**src/rtl/uart_bridge_router.sv**
```systemverilog
// rtl/uart_bridge_router.sv - N-channel UART byte crossbar with per-destination FIFOs and TX sequencers
module uart_bridge_router #(
  parameter int NCH     = 2,
  parameter int DW      = 8,
  parameter int FIFO_AW = 4,
  parameter int TXTO    = 1023
) (
  input  logic                   clk,
  input  logic                   reset,
  input  logic [NCH*DW-1:0]      rx_data,
  input  logic [NCH-1:0]         rx_done,
  input  logic [DW-1:0]          inj_data,
  input  logic                   inj_btn,
  input  logic [(NCH+1)*NCH-1:0] route_map,
  output logic [NCH*DW-1:0]      tx_data,
  output logic [NCH-1:0]         tx_en,
  input  logic [NCH-1:0]         tx_busy,
  output logic [DW-1:0]          last_data,
  output logic                   last_wr,
  output logic [NCH-1:0]         fifo_full,
  output logic [NCH-1:0]         fifo_empty,
  output logic [7:0]             drop_cnt
);
  localparam int NS    = NCH + 1;
  localparam int SW    = $clog2(NS);
  localparam int DEPTH = 1 << FIFO_AW;
  localparam int TW    = $clog2(TXTO + 1);

  typedef enum logic [1:0] {IDLE, START, WAIT_HI, WAIT_LO} tx_state_t;

  logic [NS-1:0]      src_lvl, src_q, src_edge, hold_v, grant_oh, cap_drop;
  logic [DW-1:0]      src_byte [NS];
  logic [DW-1:0]      hold_d   [NS];
  logic               live, grant_v;
  logic [SW-1:0]      rr, grant;
  logic [DW-1:0]      gbyte;
  logic [NCH-1:0]     row, pop, wr_ok, fifo_drop, tx_to;
  logic [FIFO_AW-1:0] wptr [NCH];
  logic [FIFO_AW-1:0] rptr [NCH];
  logic [FIFO_AW:0]   cnt  [NCH];
  logic [DW-1:0]      mem  [NCH][DEPTH];
  tx_state_t          st    [NCH];
  tx_state_t          st_nx [NCH];
  logic [TW-1:0]      tmr   [NCH];
  logic [5:0]         drop_sum;
  logic [8:0]         drop_tot;

  // live stays low for the first cycle after reset so a level already high is not an edge
  assign src_lvl  = {inj_btn, rx_done};
  assign src_edge = live ? (src_lvl & ~src_q) : '0;

  always_comb begin
    for (int c = 0; c < NCH; c++) src_byte[c] = rx_data[c*DW +: DW];
    src_byte[NCH] = inj_data;
  end

  // lowest held source at or above rr wins, else lowest held source overall
  always_comb begin
    grant_v = 1'b0;
    grant   = '0;
    for (int s = NS - 1; s >= 0; s--) begin
      if (hold_v[s]) begin
        grant_v = 1'b1;
        grant   = SW'(s);
      end
    end
    for (int s = NS - 1; s >= 0; s--) begin
      if (hold_v[s] && (SW'(s) >= rr)) grant = SW'(s);
    end
  end

  always_comb begin
    grant_oh = '0;
    gbyte    = '0;
    row      = '0;
    for (int s = 0; s < NS; s++) begin
      grant_oh[s] = grant_v && (grant == SW'(s));
      if (grant_oh[s]) begin
        gbyte = hold_d[s];
        row   = route_map[s*NCH +: NCH];
      end
    end
  end

  always_comb begin
    fifo_full  = '0;
    fifo_empty = '0;
    pop        = '0;
    wr_ok      = '0;
    fifo_drop  = '0;
    for (int d = 0; d < NCH; d++) begin
      fifo_full[d]  = (cnt[d] == (FIFO_AW+1)'(DEPTH));
      fifo_empty[d] = (cnt[d] == '0);
      pop[d]        = (st[d] == IDLE) && !fifo_empty[d];
      wr_ok[d]      = row[d] && (!fifo_full[d] || pop[d]);
      fifo_drop[d]  = row[d] && fifo_full[d] && !pop[d];
    end
  end

  always_comb begin
    drop_sum = '0;
    cap_drop = '0;
    for (int s = 0; s < NS; s++) begin
      cap_drop[s] = src_edge[s] && hold_v[s] && !grant_oh[s];
      drop_sum    = drop_sum + 6'(cap_drop[s]);
    end
    for (int d = 0; d < NCH; d++) drop_sum = drop_sum + 6'(fifo_drop[d]) + 6'(tx_to[d]);
    drop_tot = 9'(drop_cnt) + 9'(drop_sum);
  end

  always_comb begin
    tx_en = '0;
    tx_to = '0;
    for (int c = 0; c < NCH; c++) begin
      st_nx[c] = st[c];
      case (st[c])
        IDLE:    if (pop[c]) st_nx[c] = START;
        START: begin
          tx_en[c] = 1'b1;
          st_nx[c] = WAIT_HI;
        end
        WAIT_HI: begin
          if (tx_busy[c]) st_nx[c] = WAIT_LO;
          else if (tmr[c] == TW'(TXTO - 1)) begin
            st_nx[c] = IDLE;
            tx_to[c] = 1'b1;
          end
        end
        WAIT_LO: if (!tx_busy[c]) st_nx[c] = IDLE;
        default: st_nx[c] = IDLE;
      endcase
    end
  end

  always_ff @(posedge clk or negedge reset) begin
    if (!reset) begin
      for (int c = 0; c < NCH; c++) st[c] <= IDLE;
    end else begin
      for (int c = 0; c < NCH; c++) st[c] <= st_nx[c];
    end
  end

  always_ff @(posedge clk) begin
    for (int d = 0; d < NCH; d++) begin
      if (wr_ok[d]) mem[d][wptr[d]] <= gbyte;
    end
  end

  always_ff @(posedge clk or negedge reset) begin
    if (!reset) begin
      live      <= 1'b0;
      src_q     <= '0;
      hold_v    <= '0;
      rr        <= '0;
      last_data <= '0;
      last_wr   <= 1'b0;
      drop_cnt  <= '0;
      tx_data   <= '0;
      for (int s = 0; s < NS; s++) hold_d[s] <= '0;
      for (int c = 0; c < NCH; c++) begin
        wptr[c] <= '0;
        rptr[c] <= '0;
        cnt[c]  <= '0;
        tmr[c]  <= '0;
      end
    end else begin
      live    <= 1'b1;
      src_q   <= src_lvl;
      last_wr <= grant_v;
      if (grant_v) begin
        last_data <= gbyte;
        rr        <= (grant == SW'(NS - 1)) ? '0 : grant + 1'b1;
      end
      drop_cnt <= (drop_tot > 9'd255) ? 8'hFF : drop_tot[7:0];
      // a fresh edge reloads the hold even in its grant cycle, so nothing is lost there
      for (int s = 0; s < NS; s++) begin
        if (src_edge[s]) begin
          hold_d[s] <= src_byte[s];
          hold_v[s] <= 1'b1;
        end else if (grant_oh[s]) begin
          hold_v[s] <= 1'b0;
        end
      end
      for (int c = 0; c < NCH; c++) begin
        if (wr_ok[c]) wptr[c] <= wptr[c] + 1'b1;
        if (pop[c]) begin
          rptr[c] <= rptr[c] + 1'b1;
          tx_data[c*DW +: DW] <= mem[c][rptr[c]];
        end
        if (wr_ok[c] && !pop[c]) cnt[c] <= cnt[c] + 1'b1;
        else if (!wr_ok[c] && pop[c]) cnt[c] <= cnt[c] - 1'b1;
        if (st[c] == START) tmr[c] <= '0;
        else if (st[c] == WAIT_HI) tmr[c] <= tmr[c] + 1'b1;
      end
    end
  end
endmodule
```
**config.mk**
```make
export PLATFORM = sky130hd
export DESIGN_NAME = uart_bridge_router
export DESIGN_NICKNAME = d
export VERILOG_FILES = /design/src/rtl/uart_bridge_router.sv
export SDC_FILE = /design/constraint.sdc
export NUM_CORES = 1
export LEC_CHECK = 0
export BUFFER_PORTS_ARGS = -buffer_cell sky130_fd_sc_hd__buf_2
export CAP_MARGIN = 20
export CORE_MARGIN = 1
export CORE_UTILIZATION = 61
export CTS_CLUSTER_DIAMETER = 40
export CTS_CLUSTER_SIZE = 14
export DETAILED_ROUTE_END_ITERATION = 6
export PLACE_DENSITY = 0.79
export SLEW_MARGIN = 20
export SYNTH_ARGS = -nofsm -noshare
export SYNTH_HDL_FRONTEND = slang
export SYNTH_SLANG_ARGS = --single-unit
```
**constraint.sdc**
```tcl
create_clock -name clk -period 4.97 [get_ports clk]
set_input_delay 0.7455 -clock clk [delete_from_list [all_inputs] [get_ports clk]]
set_output_delay 0.7455 -clock clk [all_outputs]
set_load 0.02 [all_outputs]
```
==> impl_metrics.prom <==
# TYPE chip_impl_metric gauge
chip_impl_info{name="cts_tree",value="done"} 1
chip_impl_metric{name="sequentialPowerShare",unit="%"} 39.6
chip_impl_metric{name="internal-power",unit="mW"} 8.28
chip_impl_metric{name="postSynthRegisterBits",unit=""} 372
chip_impl_metric{name="post_route_skew",unit="ns"} 0.0125
chip_impl_metric{name="final_max_slew_viol_count",unit=""} 0
chip_impl_metric{name="final_antenna_net_count",unit=""} 0
chip_impl_metric{name="num_io_pins",unit=""} 76
chip_impl_info{name="rsz_0062_raised_after_global_routing",value="no"} 1
chip_impl_metric{name="net-switching-power",unit="mW"} 4.50
chip_impl_metric{name="drv_cap",unit=""} 0
chip_impl_metric{name="synthDominantCellAreaShare",unit="%"} 48.5
chip_impl_metric{name="setup_slack",unit="ns"} 0.278
chip_impl_info{name="run_status",value="finished, final reports clean"} 1
chip_impl_metric{name="leakagePower",unit="nW"} 6.81
chip_impl_metric{name="pwr-share-comb",unit="%"} 36.3
chip_impl_metric{name="finalHoldViolCount",unit=""} 0
chip_impl_metric{name="net_count_after_synthesis",unit=""} 1074
chip_impl_info{name="critical_path.top_delay_family",value="adder cells"} 1
chip_impl_metric{name="flow.area_growth_from_synthesis",unit="%"} 13.8
chip_impl_metric{name="worst-slew-pin-transition",unit="ns"} 1.02
chip_impl_metric{name="path_max_fanout",unit=""} 8
chip_impl_metric{name="routed_wirelength",unit="um"} 30400
chip_impl_metric{name="chipHeight",unit="um"} 163
chip_impl_metric{name="cts-htree-levels",unit=""} 2
chip_impl_info{name="clk_root_buffer_cell",value="sky130_fd_sc_hd__clkbuf_16"} 1
chip_impl_metric{name="async_reset_ff_share",unit="%"} 31.2
chip_impl_metric{name="synth_edf_count",unit=""} 256
chip_impl_metric{name="routed_via_density",unit=""} 6.01
chip_impl_metric{name="cp_num_buf_inv",unit=""} 2
chip_impl_metric{name="swShare",unit="%"} 35.2
chip_impl_metric{name="cts_buffer_depth",unit=""} 3
chip_impl_metric{name="number_of_global_route_vias_before_repair",unit=""} 8771
chip_impl_metric{name="grt_overflow",unit=""} 0
chip_impl_metric{name="critical_path_required",unit="ns"} 5.38
chip_impl_metric{name="post-route-min-period",unit="ns"} 4.69
chip_impl_metric{name="floorplan.initialDensity",unit="%"} 62.5
chip_impl_info{name="cp_common_cell",value="sky130_fd_sc_hd__fa_1"} 1
chip_impl_metric{name="netlist_area",unit="mm^2"} 0.0158
chip_impl_metric{name="arrival",unit="ns"} 5.10
chip_impl_metric{name="timing.fmax",unit="GHz"} 0.213
chip_impl_metric{name="insertion_delay_to_the_later_sink_of_the_worst_skew_pair",unit="ns"} 0.53
chip_impl_info{name="endpoint_kind",value="flop"} 1
chip_impl_info{name="worst_setup_path_start_kind",value="flop"} 1
chip_impl_metric{name="area_taken_by_multi_input_logic_gates",unit="mm^2"} 0.00495
chip_impl_metric{name="nNetsFinal",unit=""} 1167
chip_impl_metric{name="detailroute.via_count",unit=""} 8704
chip_impl_metric{name="global_route.usage.total",unit="%"} 24.1
chip_impl_metric{name="synth-seq-area-share",unit="%"} 66.9
chip_impl_metric{name="detail_route.drc_violations",unit=""} 0
chip_impl_metric{name="drt-wirelength-per-cell",unit="um"} 21.0
chip_impl_info{name="synth.largest_area_cell",value="sky130_fd_sc_hd__edfxtp_1"} 1
chip_impl_metric{name="synthesis.area_per_instance",unit="um^2"} 16.0
chip_impl_info{name="synth_ff_type",value="sky130_fd_sc_hd__edfxtp_1"} 1
chip_impl_metric{name="slowest_delay",unit="ns"} 0.53
chip_impl_info{name="cp_cell_sequence",value="nor2_1 > o31a_1 > o21ai_0 > nor2_1 > fa_1 > inv_1 > fa_1 > inv_1 > fa_1 > ha_1 > fa_1 > a21o_1 > a21oi_1 > nand4bb_2 > nand2_1 > mux2_2"} 1
chip_impl_metric{name="sequential_cell_area",unit="mm^2"} 0.0106
chip_impl_metric{name="power",unit="mW"} 12.8
chip_impl_metric{name="dr.pass1.iters",unit=""} 5
chip_impl_metric{name="numCtsBuffers",unit=""} 42
chip_impl_metric{name="number_of_buffers_inserted_by_port_buffering",unit=""} 75
chip_impl_metric{name="power_density",unit="mW/mm^2"} 709
chip_impl_info{name="holdCritPathClass",value="in2async"} 1
chip_impl_metric{name="num-fill-cells",unit=""} 1528
chip_impl_info{name="mostFrequentLayoutCells",value="sky130_fd_sc_hd__edfxtp_1, sky130_fd_sc_hd__dfrtp_1, sky130_fd_sc_hd__buf_2"} 1
chip_impl_metric{name="number_of_antenna_violations_at_the_first_check_in_global_routing",unit=""} 1
chip_impl_metric{name="post_route_cells_drive_above_1_share",unit="%"} 27.1
chip_impl_metric{name="first_pass_grt_wire_length",unit="um"} 48400
chip_impl_metric{name="final.period_utilization",unit="%"} 94.4
chip_impl_metric{name="synth_warnings",unit=""} 0
chip_impl_metric{name="floorplan.die_area",unit="mm^2"} 0.0266
chip_impl_info{name="layout_commonest_cell",value="sky130_fd_sc_hd__edfxtp_1"} 1
chip_impl_metric{name="chipWidth",unit="um"} 163
chip_impl_metric{name="power.share.clock",unit="%"} 24.0
chip_impl_metric{name="maxSlewHeadroom",unit="%"} 32.0
chip_impl_metric{name="ir_drop",unit="uV"} 449
chip_impl_metric{name="clk_pin_slew_worst_paths",unit="ns"} 0.06
chip_impl_metric{name="reg2reg_setup_slack",unit="ns"} 0.28
chip_impl_metric{name="synth.distinct_cells",unit=""} 62
chip_impl_metric{name="rows",unit=""} 58
chip_impl_info{name="timing_worst_setup_path_type",value="reg2reg"} 1
chip_impl_metric{name="drt-initial-drc-count",unit=""} 611
chip_impl_metric{name="grt_max_degree",unit=""} 48
chip_impl_metric{name="reg2reg_depth",unit=""} 16
chip_impl_info{name="critical_r2r_launch",value="hold_v[1]"} 1
chip_impl_info{name="regToRegEndpoint",value="drop_cnt[5]"} 1
chip_impl_metric{name="clock_sinks",unit=""} 372
chip_impl_metric{name="finalSetupViolations",unit=""} 0
chip_impl_metric{name="antenna-diode-count",unit=""} 0
chip_impl_info{name="yosys-top-cells-area",value="sky130_fd_sc_hd__edfxtp_1, sky130_fd_sc_hd__dfrtp_1, sky130_fd_sc_hd__mux4_2, sky130_fd_sc_hd__mux2_2, sky130_fd_sc_hd__ha_1"} 1
chip_impl_metric{name="synthCells",unit=""} 992
chip_impl_metric{name="cts_post_setup_buffers_inserted",unit=""} 0
chip_impl_metric{name="totalNegativeSetupSlack",unit="ns"} 0
chip_impl_metric{name="core_region_area",unit="mm^2"} 0.0253
chip_impl_metric{name="gp_congestion",unit=""} 0.822
chip_impl_info{name="crit_path_top_delay_cell",value="sky130_fd_sc_hd__fa_1"} 1
chip_impl_metric{name="hpwlAfterDp",unit="um"} 18700
chip_impl_metric{name="detailedPlace.worstSlack",unit="ns"} 0.278
[synth_stat cells, types with 4 or more instances]
cell type / count
sky130_fd_sc_hd__fa_1: 6
sky130_fd_sc_hd__o22ai_1: 21
sky130_fd_sc_hd__ha_1: 39
sky130_fd_sc_hd__nor2_1: 60
sky130_fd_sc_hd__clkbuf_1: 26
sky130_fd_sc_hd__mux4_2: 64
sky130_fd_sc_hd__nand3_1: 23
sky130_fd_sc_hd__buf_2: 16
sky130_fd_sc_hd__inv_1: 29
sky130_fd_sc_hd__a211oi_1: 18
sky130_fd_sc_hd__a21oi_1: 31
sky130_fd_sc_hd__and2_1: 7
sky130_fd_sc_hd__xnor2_1: 19
sky130_fd_sc_hd__and3_1: 16
sky130_fd_sc_hd__a21o_1: 14
sky130_fd_sc_hd__buf_6: 4
sky130_fd_sc_hd__mux2_2: 51
sky130_fd_sc_hd__xor2_1: 18
sky130_fd_sc_hd__dfrtp_1: 116
sky130_fd_sc_hd__a31oi_1: 9
sky130_fd_sc_hd__nor2b_1: 25
sky130_fd_sc_hd__nand4_1: 6
sky130_fd_sc_hd__nor4_1: 4
sky130_fd_sc_hd__o21ai_0: 10
sky130_fd_sc_hd__nand2b_1: 4
sky130_fd_sc_hd__nand2_1: 54
sky130_fd_sc_hd__edfxtp_1: 256
[logic make-up after synthesis]
group	synth area share, %
DFF	66.9
and+or+nand+nor	7.02
AOI/OAI and AO/OA	5.09
muxes	12.9
buffers and inverters	2.26
adders and majority gates	3.84
xor gates and xnor gates	2.05
other	0.0237
[per-stage QoR]
step | utilization (%) | area, um^2 | hold WS [ns] | cells
floorplan | - | 15800 | 0.450 | 992
global placement | 65.6 | 16600 | 0.456 | 1371
detailed placement | 65.6 | 16600 | 0.461 | 1371
CTS | 71.1 | 18000 | 0.249 | 1448
global route | 71.1 | 18000 | 0.280 | 1448
finish | 71.1 | 18000 | 0.243 | 1448
[area by class of cell]
cell class / instances / share of cell area, %
timing repair buffer: 98 / 3.06
tap: 330 / 2.29
multi-input combinational: 541 / 27.5
sequential: 372 / 58.8
clock inverter: 22 / 1.28
inverter: 30 / 0.625
clock buffer: 55 / 6.48
[power groups by stage]
stage | clock network, mW | registers [mW] | logic [mW]
after floorplan | 0 | 5.09 | 3.30
after global placement | 0 | 5.08 | 4.48
after detailed placement | 0 | 5.11 | 4.65
after CTS | 3.11 | 5.06 | 4.70
after global routing | 3.24 | 5.14 | 5.08
final | 3.07 | 5.06 | 4.65
[registers in the layout, indices dropped and copies added, names as in the netlist, 4 cells and up]
register / flops
cnt: 10
drop_cnt: 8
hold_d: 24
last_data: 8
mem: 256
rptr: 8
st: 4
tmr: 20
tx_data: 16
wptr: 8
[layer usage]
layer | wire length [um] | GRT usage [%] | part of all wire [%]
met5 | 16 | 0 | 0.053
met2 | 14600 | 37.7 | 48
met4 | 803 | 7.90 | 2.6
met3 | 1940 | 4.93 | 6.4
met1 | 13000 | 34.3 | 43
[worst max path at each step]
stage	slack, ns	start	depth (start not counted)	to
2_1_floorplan	0.41	rx_done[0]	15	drop_cnt[5]
3_3_place_gp	0.35	rr[0]	16	drop_cnt[5]
3_5_place_dp	0.28	hold_v[0]	16	drop_cnt[5]
4_1_cts	0.23	hold_v[0]	16	drop_cnt[5]
5_1_grt	0.07	hold_v[1]	16	drop_cnt[5]
6_report	0.28	hold_v[1]	16	drop_cnt[5]
[timing repair]
action / in CTS / in global routing
endpoints found under the hold margin: 0 / 0
gates resized for setup: 0 / 2
endpoints found under the setup margin: 0 / 1
hold buffers: 0 / 0
No activity file was read; power rests on OpenSTA's default activity.
